==> config.mk <==
export PLATFORM = sky130hd
export DESIGN_NAME = flash_ctrl
export DESIGN_NICKNAME = d
export VERILOG_FILES = /design/src/rtl/flash_ctrl.sv
export SDC_FILE = /design/constraint.sdc
export NUM_CORES = 1
export LEC_CHECK = 0
export CAP_MARGIN = 20
export CELL_PAD_IN_SITES_DETAIL_PLACEMENT = 0
export CELL_PAD_IN_SITES_GLOBAL_PLACEMENT = 1
export CORE_AREA = 3 3 120 151
export DETAILED_ROUTE_END_ITERATION = 8
export DIE_AREA = 0 0 123 154
export GPL_TIMING_DRIVEN = 0
export PLACE_DENSITY_LB_ADDON = 0.12
export SYNTH_ARGS = -nofsm -noshare
export SYNTH_HDL_FRONTEND = slang
export SYNTH_SLANG_ARGS = --single-unit
==> constraint.sdc <==
create_clock -name clk -period 3.16 [get_ports clk]
set_input_delay 0.316 -clock clk [delete_from_list [all_inputs] [get_ports clk]]
set_output_delay 0.316 -clock clk [all_outputs]
set_load 0.05 [all_outputs]
==> src/rtl/flash_ctrl.sv <==
// Read-only memory-mapped SPI flash reader (mode 0, READ 0x03) with power-up wake (0xAB)
// and continuation of sequential word reads while chip-select stays asserted.
module flash_ctrl #(
  parameter int CLK_DIV      = 1,
  parameter int ADDR_BITS    = 24,
  parameter int IDLE_TIMEOUT = 32,
  parameter int POWERUP_WAIT = 64
) (
  input  logic        clk,
  input  logic        reset_n,
  input  logic [31:0] address_in,
  input  logic        sel_in,
  input  logic        read_in,
  input  logic [3:0]  write_mask_in,
  input  logic [31:0] write_value_in,
  output logic [31:0] read_value_out,
  output logic        ready_out,
  output logic        flash_clk,
  output logic        flash_csn,
  output logic        flash_mosi,
  input  logic        flash_miso
);

  localparam int WA      = ADDR_BITS - 2;
  localparam int MAX_A   = (POWERUP_WAIT > IDLE_TIMEOUT) ? POWERUP_WAIT : IDLE_TIMEOUT;
  localparam int CNT_MAX = (MAX_A > 2 * CLK_DIV) ? MAX_A : 2 * CLK_DIV;
  localparam int CNT_W   = $clog2(CNT_MAX + 1);
  localparam int DIV_W   = $clog2(CLK_DIV + 1);

  typedef enum logic [3:0] {PWRUP, PWAIT, IDLE, CMD, ADDR, DATA, DONE, HOLD, GAP} state_t;

  state_t           r_state;
  logic             r_setup;
  logic             r_csn;
  logic             r_sck;
  logic             r_mosi;
  logic             r_ready;
  logic [31:0]      r_rdata;
  logic [31:0]      r_tx;
  logic [31:0]      r_rx;
  logic [5:0]       r_bit;
  logic [DIV_W-1:0] r_div;
  logic [CNT_W-1:0] r_cnt;
  logic [WA-1:0]    r_addr;

  logic             w_rd_req;
  logic             w_wr_req;
  logic [WA-1:0]    w_req_word;
  logic             w_shifting;
  logic             w_half_end;
  logic             w_last_bit;
  logic [5:0]       w_nbits;
  logic [31:0]      w_rx_next;
  logic [31:0]      w_word;
  logic [31:0]      w_addr_tx;
  logic             w_unused;

  assign w_rd_req   = sel_in & read_in & (write_mask_in == 4'b0000);
  assign w_wr_req   = sel_in & (write_mask_in != 4'b0000);
  assign w_req_word = address_in[ADDR_BITS-1:2];
  assign w_shifting = !r_setup && (r_state == PWRUP || r_state == CMD ||
                                   r_state == ADDR  || r_state == DATA);
  assign w_half_end = (r_div == DIV_W'(CLK_DIV - 1));
  assign w_last_bit = w_shifting && w_half_end && r_sck && (r_bit == w_nbits - 6'd1);
  assign w_rx_next  = {r_rx[30:0], flash_miso};
  // First byte off the wire is the least significant byte of the bus word.
  assign w_word     = {w_rx_next[7:0], w_rx_next[15:8], w_rx_next[23:16], w_rx_next[31:24]};
  assign w_addr_tx  = 32'({r_addr, 2'b00}) << (32 - ADDR_BITS);
  assign w_unused   = ^{write_value_in, address_in};

  always_comb begin
    w_nbits = 6'd8;
    if (r_state == ADDR) w_nbits = 6'(ADDR_BITS);
    else if (r_state == DATA) w_nbits = 6'd32;
  end

  always_ff @(posedge clk or negedge reset_n) begin
    if (!reset_n) begin
      r_state <= PWRUP;
      r_setup <= 1'b1;
      r_csn   <= 1'b1;
      r_sck   <= 1'b0;
      r_mosi  <= 1'b0;
      r_ready <= 1'b0;
      r_rdata <= '0;
      r_tx    <= '0;
      r_rx    <= '0;
      r_bit   <= '0;
      r_div   <= '0;
      r_cnt   <= '0;
      r_addr  <= '0;
    end else begin
      r_ready <= 1'b0;
      r_rdata <= '0;
      // Bit engine: MOSI changes as SCK goes low, MISO captured as SCK goes low.
      if (w_shifting) begin
        if (w_half_end) begin
          r_div <= '0;
          if (!r_sck) begin
            r_sck <= 1'b1;
          end else begin
            r_sck  <= 1'b0;
            r_bit  <= r_bit + 6'd1;
            r_mosi <= r_tx[31];
            r_tx   <= {r_tx[30:0], 1'b0};
            if (r_state == DATA) r_rx <= w_rx_next;
          end
        end else begin
          r_div <= r_div + DIV_W'(1);
        end
      end
      case (r_state)
        PWRUP: begin
          if (r_csn) begin
            r_csn <= 1'b0;
          end else if (r_setup) begin
            r_setup <= 1'b0;
            r_mosi  <= 1'b1;
            r_tx    <= {8'hAB << 1, 24'h0};
            r_bit   <= '0;
            r_div   <= '0;
          end else if (w_last_bit) begin
            r_csn   <= 1'b1;
            r_mosi  <= 1'b0;
            r_cnt   <= '0;
            r_state <= PWAIT;
          end
        end
        PWAIT: begin
          if (r_cnt == CNT_W'(POWERUP_WAIT - 1)) r_state <= IDLE;
          else r_cnt <= r_cnt + CNT_W'(1);
        end
        IDLE: begin
          if (!r_ready && w_wr_req) begin
            r_ready <= 1'b1;
          end else if (!r_ready && w_rd_req) begin
            r_addr  <= w_req_word;
            r_csn   <= 1'b0;
            r_setup <= 1'b1;
            r_state <= CMD;
          end
        end
        CMD: begin
          if (r_setup) begin
            r_setup <= 1'b0;
            r_mosi  <= 1'b0;
            r_tx    <= {8'h03 << 1, 24'h0};
            r_bit   <= '0;
            r_div   <= '0;
          end else if (w_last_bit) begin
            r_mosi  <= w_addr_tx[31];
            r_tx    <= {w_addr_tx[30:0], 1'b0};
            r_bit   <= '0;
            r_state <= ADDR;
          end
        end
        ADDR: begin
          if (w_last_bit) begin
            r_mosi  <= 1'b0;
            r_tx    <= '0;
            r_bit   <= '0;
            r_state <= DATA;
          end
        end
        DATA: begin
          if (w_last_bit) begin
            // A requester that went away still advances the stream position.
            r_ready <= w_rd_req;
            r_rdata <= w_rd_req ? w_word : 32'h0;
            r_addr  <= r_addr + WA'(1);
            r_state <= DONE;
          end
        end
        DONE: begin
          r_cnt   <= '0;
          r_state <= HOLD;
        end
        HOLD: begin
          if (!r_ready && w_wr_req) begin
            r_ready <= 1'b1;
            r_cnt   <= '0;
          end else if (!r_ready && w_rd_req) begin
            r_cnt <= '0;
            if (w_req_word == r_addr) begin
              r_mosi  <= 1'b0;
              r_tx    <= '0;
              r_bit   <= '0;
              r_div   <= '0;
              r_state <= DATA;
            end else begin
              r_csn   <= 1'b1;
              r_state <= GAP;
            end
          end else if (r_cnt == CNT_W'(IDLE_TIMEOUT - 1)) begin
            r_csn   <= 1'b1;
            r_cnt   <= '0;
            r_state <= GAP;
          end else begin
            r_cnt <= r_cnt + CNT_W'(1);
          end
        end
        GAP: begin
          if (r_cnt == CNT_W'(2 * CLK_DIV - 1)) begin
            if (w_rd_req) begin
              r_addr  <= w_req_word;
              r_csn   <= 1'b0;
              r_setup <= 1'b1;
              r_state <= CMD;
            end else begin
              r_state <= IDLE;
            end
          end else begin
            r_cnt <= r_cnt + CNT_W'(1);
          end
        end
        default: r_state <= PWRUP;
      endcase
    end
  end

  assign read_value_out = r_rdata;
  assign ready_out      = r_ready;
  assign flash_clk      = r_sck;
  assign flash_csn      = r_csn;
  assign flash_mosi     = r_mosi;

endmodule

Yosys cells after proc, flatten, opt, wreduce, memory -nomap -nowiden. Index checks and enable logic that the tools add are counted.

Register bits: 140. Bits in latches: 0. Bits in writable memories: 0. ROM bits: 0. Bits of input ports: 73. Memories: 0.

$add $sub $neg: 5. $mul: 0. Div/mod/pow operators: 0. $lt $le $gt $ge: 0. Equal/unequal tests: 30. Shift-type cells: 0. Multiplexer cells: 102. Bitwise gates (word level): 4. Reduce and logical (&&, ||, !) cells: 26.

Operators with widths (number): 32-bit two-way mux (14); 32-bit one-hot mux with 4 select lines (1); 22-bit two-way mux (5); 6-bit two-way mux (12); 22-bit one-hot mux with 3 select lines (1); 4-bit two-way mux (15); 7-bit two-way mux (8); 1-bit two-way mux (38); 4-bit one-hot mux with 9 select lines (1); 7-bit one-hot mux with 5 select lines (1); 2-bit inequality test, second input constant (15); 6-bit one-hot mux with 4 select lines (1); 22-bit by 1-bit adder with 22-bit output, second input constant (1); 22-bit equality test (1); 6-bit AND reduction (3); 4-bit by 3-bit equality test with 1-bit output, second input constant (4); 13-bit AND reduction (1); 1-bit one-hot mux with 4 select lines (3); 4-bit nonzero test (3); 4-bit by 2-bit equality test with 1-bit output, second input constant (2); 4-bit logical NOT (2); 8-bit AND reduction (1); 7-bit by 1-bit adder with 7-bit output, second input constant (1); 7-bit by 1-bit equality test with 1-bit output, second input constant (1); 21 further kinds (32).

Depth between registers and ports, before layout. Gate-level depths: netlist of the first run.

Depth in word-level cells: 12. Gate-level depth with buffers: 9. Mapped depth without buffers: 8.

Worst setup path before layout of the first run. No wires, ideal clock.

Path kind: reg2reg. Start: reg r_sck (netlist: flash_clk). End: reg r_tx[16]. Library setup time: 122 ps. Arrival time: 2468 ps. Setup slack: 570 ps. Stages on the path, launching flop included: 8. Buffers on the path: 1. Period minus slack after synthesis: 2590 ps. Cells stage by stage: dfrtp_1 -> or3b_4 -> or2_4 -> a2111oi_4 -> a21oi_1 -> nor4b_4 -> buf_4 -> o21ai_1.

Cells in the longest elaborated chain, start to end: 7.

RTL lines: start: declaration (line 35) `logic r_sck;`; start signal: assignment (line 82) `r_sck <= 1'b0;`; start signal: assignment (line 100) `r_sck <= 1'b1;`; start signal: assignment (line 102) `r_sck <= 1'b0;`; 32-bit two-way mux (line 99) `if (!r_sck) begin`; 32-bit two-way mux (line 97) `if (w_half_end) begin`; 32-bit two-way mux (line 96) `if (w_shifting) begin`; 32-bit two-way mux (line 184) `if (w_req_word == r_addr) begin`; 32-bit two-way mux (line 182) `end else if (!r_ready && w_rd_req) begin`; 32-bit two-way mux (line 179) `if (!r_ready && w_wr_req) begin`; 32-bit one-hot mux with 4 select lines (*) (line 112) `case (r_state)`; end signal: assignment (line 105) `r_tx <= {r_tx[30:0], 1'b0};`; end signal: assignment (line 119) `r_tx <= {8'hAB << 1, 24'h0};`; end signal: assignment (line 147) `r_tx <= {8'h03 << 1, 24'h0};`; end: declaration (line 39) `logic [31:0] r_tx;`.

Every way passes the cells marked *; elsewhere a longest branch is shown, timed or not. A chain may end at the register's enable or synchronous reset.

Worst setup path in the final report of the first run.
Start: reg r_addr[2]. End: reg r_tx[27].

Cells in the longest elaborated chain, start to end: 5.

RTL lines: start: declaration (line 44) `logic [WA-1:0] r_addr;`; start signal: assignment (line 137) `r_addr <= w_req_word;`; start signal: assignment (line 170) `r_addr <= r_addr + WA'(1);`; start signal: assignment (line 205) `r_addr <= w_req_word;`; 22-bit equality test (line 184); 32-bit two-way mux (line 184); 32-bit two-way mux (line 182); 32-bit two-way mux (line 179); 32-bit one-hot mux with 4 select lines (line 112).

Every way passes these cells.

==> results of run 1 <==
-- per-stage QoR --
stage          utilization [%]  setup TNS [ns]  cell area, um2  worst slack, ns
5_1_grt                  51.15               0            8582          0.01209
4_1_cts                  50.81               0            8524          0.02810
6_report                 51.15               0            8582           0.2276
3_5_place_dp             47.39          -8.072            7950          -0.2820
3_3_place_gp             47.21         -540.61            7921           -3.846
2_1_floorplan                -               0            6985           0.5701
-- timing repair --
action	in CTS	in global routing
gates resized for setup	1	6
endpoints found under the hold margin	67	0
pin swaps	0	1
cloned	0	0
setup buffers	0	3
setup endpoints to repair	30	40
hold buffers	1	0
-- flip-flops by register name, summed over array words and instances, names as in the netlist --
| name | count |
|---|---|
| flash_clk | 1 |
| flash_csn | 1 |
| flash_mosi | 1 |
| r_addr | 22 |
| r_bit | 6 |
| r_cnt | 7 |
| r_div | 1 |
| r_rx | 31 |
| r_setup | 1 |
| r_state | 4 |
| r_tx | 32 |
| read_value_out | 32 |
| ready_out | 1 |
-- worst max path at each step --
| stage | startpoint | end | slack, ns | depth (start not counted) |
|---|---|---|---|---|
| 2_1_floorplan | flash_clk | r_tx[16] | 0.57 | 7 |
| 5_1_grt | r_state[2] | r_tx[30] | 0.01 | 7 |
| 3_5_place_dp | address_in[18] | r_tx[27] | -0.28 | 8 |
| 3_3_place_gp | reset_n | read_value_out[8] | -3.85 | 1 |
| 4_1_cts | r_state[2] | read_value_out[30] | 0.03 | 7 |
| 6_report | r_addr[2] | r_tx[27] | 0.23 | 8 |
-- cells by family after synthesis --
| group | count (synthesis) | share of synthesized area, % |
|---|---|---|
| AO/OA/AOI/OAI | 150 | 14.97 |
| XOR/XNOR | 31 | 3.887 |
| adder cells (fa/ha/maj) | 4 | 0.7165 |
| buffers and inverters | 51 | 3.081 |
| flip-flops | 140 | 50.19 |
| multiplexers | 55 | 8.454 |
| AND/OR/NAND/NOR | 245 | 18.70 |
-- layer usage --
layer	track usage [%]	wire [um]	up-vias
li1	-	-	2625
met1	25.69	7855	2766
met2	35.16	9390	155
met3	4.525	832	46
met4	7.230	502	0
met5	0	0	-
-- layout make-up --
cell class              count  area share (%)
inverters                  10          0.4374
well taps                 220           3.207
multi-input cells         485           38.50
clock buffers              20           5.321
clock inverters            12           1.181
repair buffers             71           8.412
plain buffers              41           2.085
flip-flops and latches    140           40.85
-- report_power, final --
part | internal [uW] | total (uW) | switching (uW)
Combinational | 817 | 2250 | 1430
Sequential | 1980 | 2220 | 238
Clock | 1060 | 1890 | 825
-- synth_stat cells (10+ instances only) --
cell type    n  area share, %
dfrtp_1    138             49
nand2_1     68            3.7
nor2_1      42            2.3
a21oi_1     35            2.5
and2_1      34            3.0
mux2_2      32            5.2
o21ai_0     28            2.0
clkbuf_1    25            1.3
mux2i_1     23            3.3
and3_1      19            1.7
nand4_1     18            1.6
xnor2_1     17            2.1
o21ai_1     16            1.1
xor2_1      14            1.8
nand3_1     12           0.86
nor3_1      11           0.79
buf_2       10           0.72
inv_1       10           0.54
==> results.py, run 1 <==
metrics = {
    "synth": {
        "synthCells": 676,
        "syn-cell-area_um2": 6985,
        "async_reset_ff_share_pct": 100.0,
        "syn_nets": 753,
        "ys_types": 74,
        "synthFlopType": "dfrtp_1",
        "yosysSeqAreaShare_pct": 50.19,
        "synth_edf_count": 0,
        "avgSynthCellArea_um2": 10.33,
        "yosysWarnings": 0,
        "yosys_register_bits": 140,
    },
    "clock_tree": {
        "clk_latency_ns": 0.43,
        "cts.clk_slew.worst_paths_ns": 0.06,
        "numCtsBuffers": 17,
        "clockBufferDepth": 2,
        "cts_htree_levels": 4,
        "cts_tree": "built",
        "cts_sinks": 140,
        "cts-root-buf": "clkbuf_16",
    },
    "sta": {
        "setup_viol": 0,
        "clock_skew_ns": 0.01249,
        "max_freq_mhz": 341.0,
        "holdWs_ns": 0.4647,
        "layout_min_cycle_time_ns": 2.932,
        "rsz0062_at_grt": "false",
        "hold_viol": 0,
        "period_share_pct": 92.80,
        "maxSlewViolCount": 0,
        "slew_headroom_pct": 37.92,
        "worst_pin_slew_ns": 0.9227,
    },
    "cells_and_area": {
        "syn2layout_area_growth_pct": 22.86,
        "multi_input_area_um2": 3304,
        "seqCellArea_um2": 3506,
        "fillers": 1579,
        "final_cell_mix": "dfrtp_1 (138), nand2_1 (68), clkdlybuf4s50_1 (65)",
        "drive_gt1_share_pct": 13.61,
        "layout_commonest_cell": "dfrtp_1",
        "instances_no_fill": 999,
        "num-nets-final": 843,
        "antenna_cells": 0,
    },
    "grt": {
        "grt_pass1_wl_mm": 30.51,
        "globalRouteTotalUtil_pct": 20.65,
        "overflow": 0,
        "grt_max_degree": 72,
        "grt_pass1_vias": 5812,
        "antenna_found_initial": 0,
    },
    "power_and_ir_drop": {
        "ir_worst_vdd_v": 0.0004162,
        "totalPowerFinal_uw": 6359,
        "power.leakage_uw": 0.003741,
        "powerDensity_nw_per_um2": 741.0,
    },
    "drt": {
        "via_count": 5592,
        "drc_errors": 0,
        "drtAntennaViolNets": 0,
        "via_per_inst": 5.598,
        "wl_per_cell_um": 18.60,
        "drt_first_pass_iters": 5,
        "first_iter_violations": 405,
        "drt_wl_total_mm": 18.58,
    },
    "outcome": {
        "status": "complete, no violations",
    },
    "floorplanning": {
        "die_y_um": 154,
        "fp-row-count": 53,
        "fp.dieArea_um2": 18940,
        "dieWidth_um": 123,
        "num_io_pins": 109,
        "start_util_pct": 41.64,
        "core_um2": 16780,
    },
    "worst_setup_path": {
        "critPathBufInv": 2,
        "critPathLaunchType": "flop",
        "cp_max_fo": 10,
        "cpPeakStageDelay_ns": 0.56,
        "r2r_setup_slack_ns": 0.23,
        "worstRegToRegCells": 8,
        "crit_arrival_ns": 3.24,
        "crit_slowest_cell": "nor4_2",
        "endpoint_kind": "flop",
        "rr_endpoint": "r_tx[27]",
        "cpLargestDelayFamily": "simple AND/OR/NAND/NOR gates",
        "setup.worst_path.class": "reg -> reg",
        "r2r-start": "r_addr[2]",
        "crit_required_ns": 3.47,
        "crit_chain": "clkbuf_1, xnor2_1, nand4_1, nor4_2, a21oi_1, nor4b_4, buf_4, o21ai_1",
    },
    "placement": {
        "globalplace.congestion": 0.9169,
        "io_buffers": 66,
        "dp_cells": 963,
        "dp_hpwl_mm": 13.31,
    },
    "worst_hold_path": {
        "hp-class": "in -> async",
    },
    "flow_run": {
        "drv_cap": 0,
    },
}
Note: power is estimated with default switching activity, not from simulation.
==> run 2: changes to the inputs <==
==> constraint.sdc (replaced) <==
create_clock -name clk -period 3.16 [get_ports clk]
set_input_delay 0.316 -clock clk [delete_from_list [all_inputs] [get_ports clk]]
set_output_delay 0.316 -clock clk [all_outputs]
set_load 0.1 [all_outputs]
==> results of run 2 <==
The final DEF is identical to that of run 1. Status: complete, no violations.
Main changes from that run: total power 6359 uW -> 6432 uW
==> run 3: changes to the inputs <==
--- a/config.mk
+++ b/config.mk
@@ -13,6 +13,7 @@
 export DIE_AREA = 0 0 123 154
 export GPL_TIMING_DRIVEN = 0
 export PLACE_DENSITY_LB_ADDON = 0.12
+export SKIP_LAST_GASP = 1
 export SYNTH_ARGS = -nofsm -noshare
 export SYNTH_HDL_FRONTEND = slang
 export SYNTH_SLANG_ARGS = --single-unit
==> results.py, run 3 (same netlist as run 1, synthesis figures left out) <==
metrics = {
    "outcome": {
        "status": "complete, no violations",
    },
    "cells_and_area": {
        "instances_no_fill": 999,
        "num-nets-final": 843,
        "antenna_cells": 0,
        "final_cell_mix": "dfrtp_1 (138), nand2_1 (68), clkdlybuf4s50_1 (65)",
        "layout_commonest_cell": "dfrtp_1",
        "syn2layout_area_growth_pct": 22.84,
        "postLayoutCellArea_um2": 8581,
        "drive_gt1_share_pct": 13.48,
        "fillers": 1579,
    },
    "floorplanning": {
        "dieWidth_um": 123,
        "fp.dieArea_um2": 18940,
        "num_io_pins": 109,
        "die_y_um": 154,
        "fp-row-count": 53,
        "start_util_pct": 41.64,
        "core_um2": 16780,
    },
    "drt": {
        "drt_wl_total_mm": 18.58,
        "via_count": 5561,
        "via_per_inst": 5.567,
        "first_iter_violations": 405,
        "drt_first_pass_iters": 6,
        "drc_errors": 0,
        "drtAntennaViolNets": 0,
        "wl_per_cell_um": 18.60,
    },
    "worst_setup_path": {
        "critPathLaunchType": "flop",
        "endpoint_kind": "flop",
        "crit_arrival_ns": 3.25,
        "crit_required_ns": 3.47,
        "cp_max_fo": 10,
        "setup.worst_path.class": "reg -> reg",
    },
    "power_and_ir_drop": {
        "pwr-share-seq_pct": 34.5,
        "internal_power_uw": 3862,
        "combPwrFrac_pct": 36.1,
        "ir_worst_vdd_v": 0.0004163,
        "power.leakage_uw": 0.003737,
        "swShare_pct": 40.01,
        "powerDensity_nw_per_um2": 750.2,
        "clockPowerShare_pct": 29.4,
        "p_switching_uw": 2576,
        "totalPowerFinal_uw": 6438,
    },
    "clock_tree": {
        "cts_sinks": 140,
        "cts-root-buf": "clkbuf_16",
        "clockBufferDepth": 2,
        "cts.clk_slew.worst_paths_ns": 0.06,
        "numCtsBuffers": 17,
        "clk_latency_ns": 0.43,
        "cts_tree": "built",
        "cts_htree_levels": 4,
    },
    "grt": {
        "overflow": 0,
        "grt_pass1_vias": 5812,
        "antenna_found_initial": 0,
        "use_met2_pct": 35.16,
        "grt-busiest-layer": "met2",
        "grt_pass1_wl_mm": 30.51,
        "gr-usage-met3_pct": 4.525,
        "globalRouteTotalUtil_pct": 20.65,
        "use_met1_pct": 25.69,
        "grt_max_degree": 72,
    },
    "sta": {
        "worst_pin_slew_ns": 1.008,
        "clock_skew_ns": 0.01250,
        "period_share_pct": 93.21,
        "rsz0062_at_grt": "true",
        "max_freq_mhz": 339.5,
        "slew_headroom_pct": 32.61,
        "timing.setup.tns_ns": 0,
        "maxSlewViolCount": 0,
        "hold_viol": 0,
        "setup_viol": 0,
        "layout_min_cycle_time_ns": 2.946,
    },
    "placement": {
        "io_buffers": 66,
        "placed_cell_area_um2": 7950,
        "dp_hpwl_mm": 13.31,
        "dp_cells": 963,
        "globalplace.congestion": 0.9169,
    },
    "flow_run": {
        "drv_cap": 0,
    },
    "worst_hold_path": {
        "hp-class": "in -> async",
    },
}
==> run 3: through the flow <==
step	hold WS (ns)	worst slack, ns	utilization, %
after detailed placement	0.3757	-0.2820	47.39
final	0.4649	0.2144	51.14
after CTS	0.4774	0.02810	50.81
after global placement	0.4792	-3.846	47.21
after floorplan	0.02041	0.2482	-
after global routing	0.4968	-0.01124	51.14
==> run 3: what timing repair did <==
action | 4_1_cts | 5_1_grt
setup buffers | 0 | 3
gates resized for setup | 1 | 4
endpoints found under the hold margin | 67 | 0
endpoints found under the setup margin | 30 | 40
pin swaps | 0 | 1
hold buffers | 1 | 0
==> run 3: power groups by stage <==
stage          sequential, uW  combinational (uW)  clock [uW]
4_1_cts                  2220                2320        1930
3_5_place_dp             2250                2310           0
6_report                 2220                2330        1890
2_1_floorplan            2290                1550           0
3_3_place_gp             2240                2280           0
5_1_grt                  2250                2550        2000
==> run 3: path summary, 6_finish.rpt <==
| kind | slack, ns | end | depth (start not counted) | from |
|---|---|---|---|---|
| min reg2reg | 0.48 | flash_clk | 1 | flash_clk |
| min | 0.46 | r_addr[2] | 2 | reset_n |
| max in group asynchronous | 1.90 | r_tx[1] | 3 | reset_n |
| min in group clk | 0.48 | read_value_out[24] | 2 | flash_miso |
| max | 0.21 | r_tx[27] | 8 | r_addr[2] |
| max reg2reg | 0.21 | r_tx[27] | 8 | r_addr[2] |
==> run 3: per-layer routing <==
metal / up-vias / part of all wire [%]
met1: 2763 / 43
met3: 34 / 4.2
li1: 2626 / -
met5: - / 0
met2: 138 / 51
met4: 0 / 2.1
==> run 3: final cells by class <==
cell class	count	area, um2	area share, %
Sequential cell	140	3506	40.86
Multi-Input combinational cell	485	3304	38.51
Timing Repair Buffer	71	721.9	8.414
Clock buffer	20	456.7	5.322
Tap cell	220	275.3	3.208
Buffer	41	177.7	2.071
Clock inverter	12	101.3	1.181
Inverter	10	37.54	0.4374
==> run 3: critical path, stage by stage (launching register included) <==
cell and delay [ns]:
dfrtp_1 0.33, clkbuf_1 0.33, xnor2_1 0.17, nand4_1 0.16
nor4_2 0.56, a21oi_1 0.37, nor4b_4 0.56, buf_4 0.26
o21ai_1 0.09
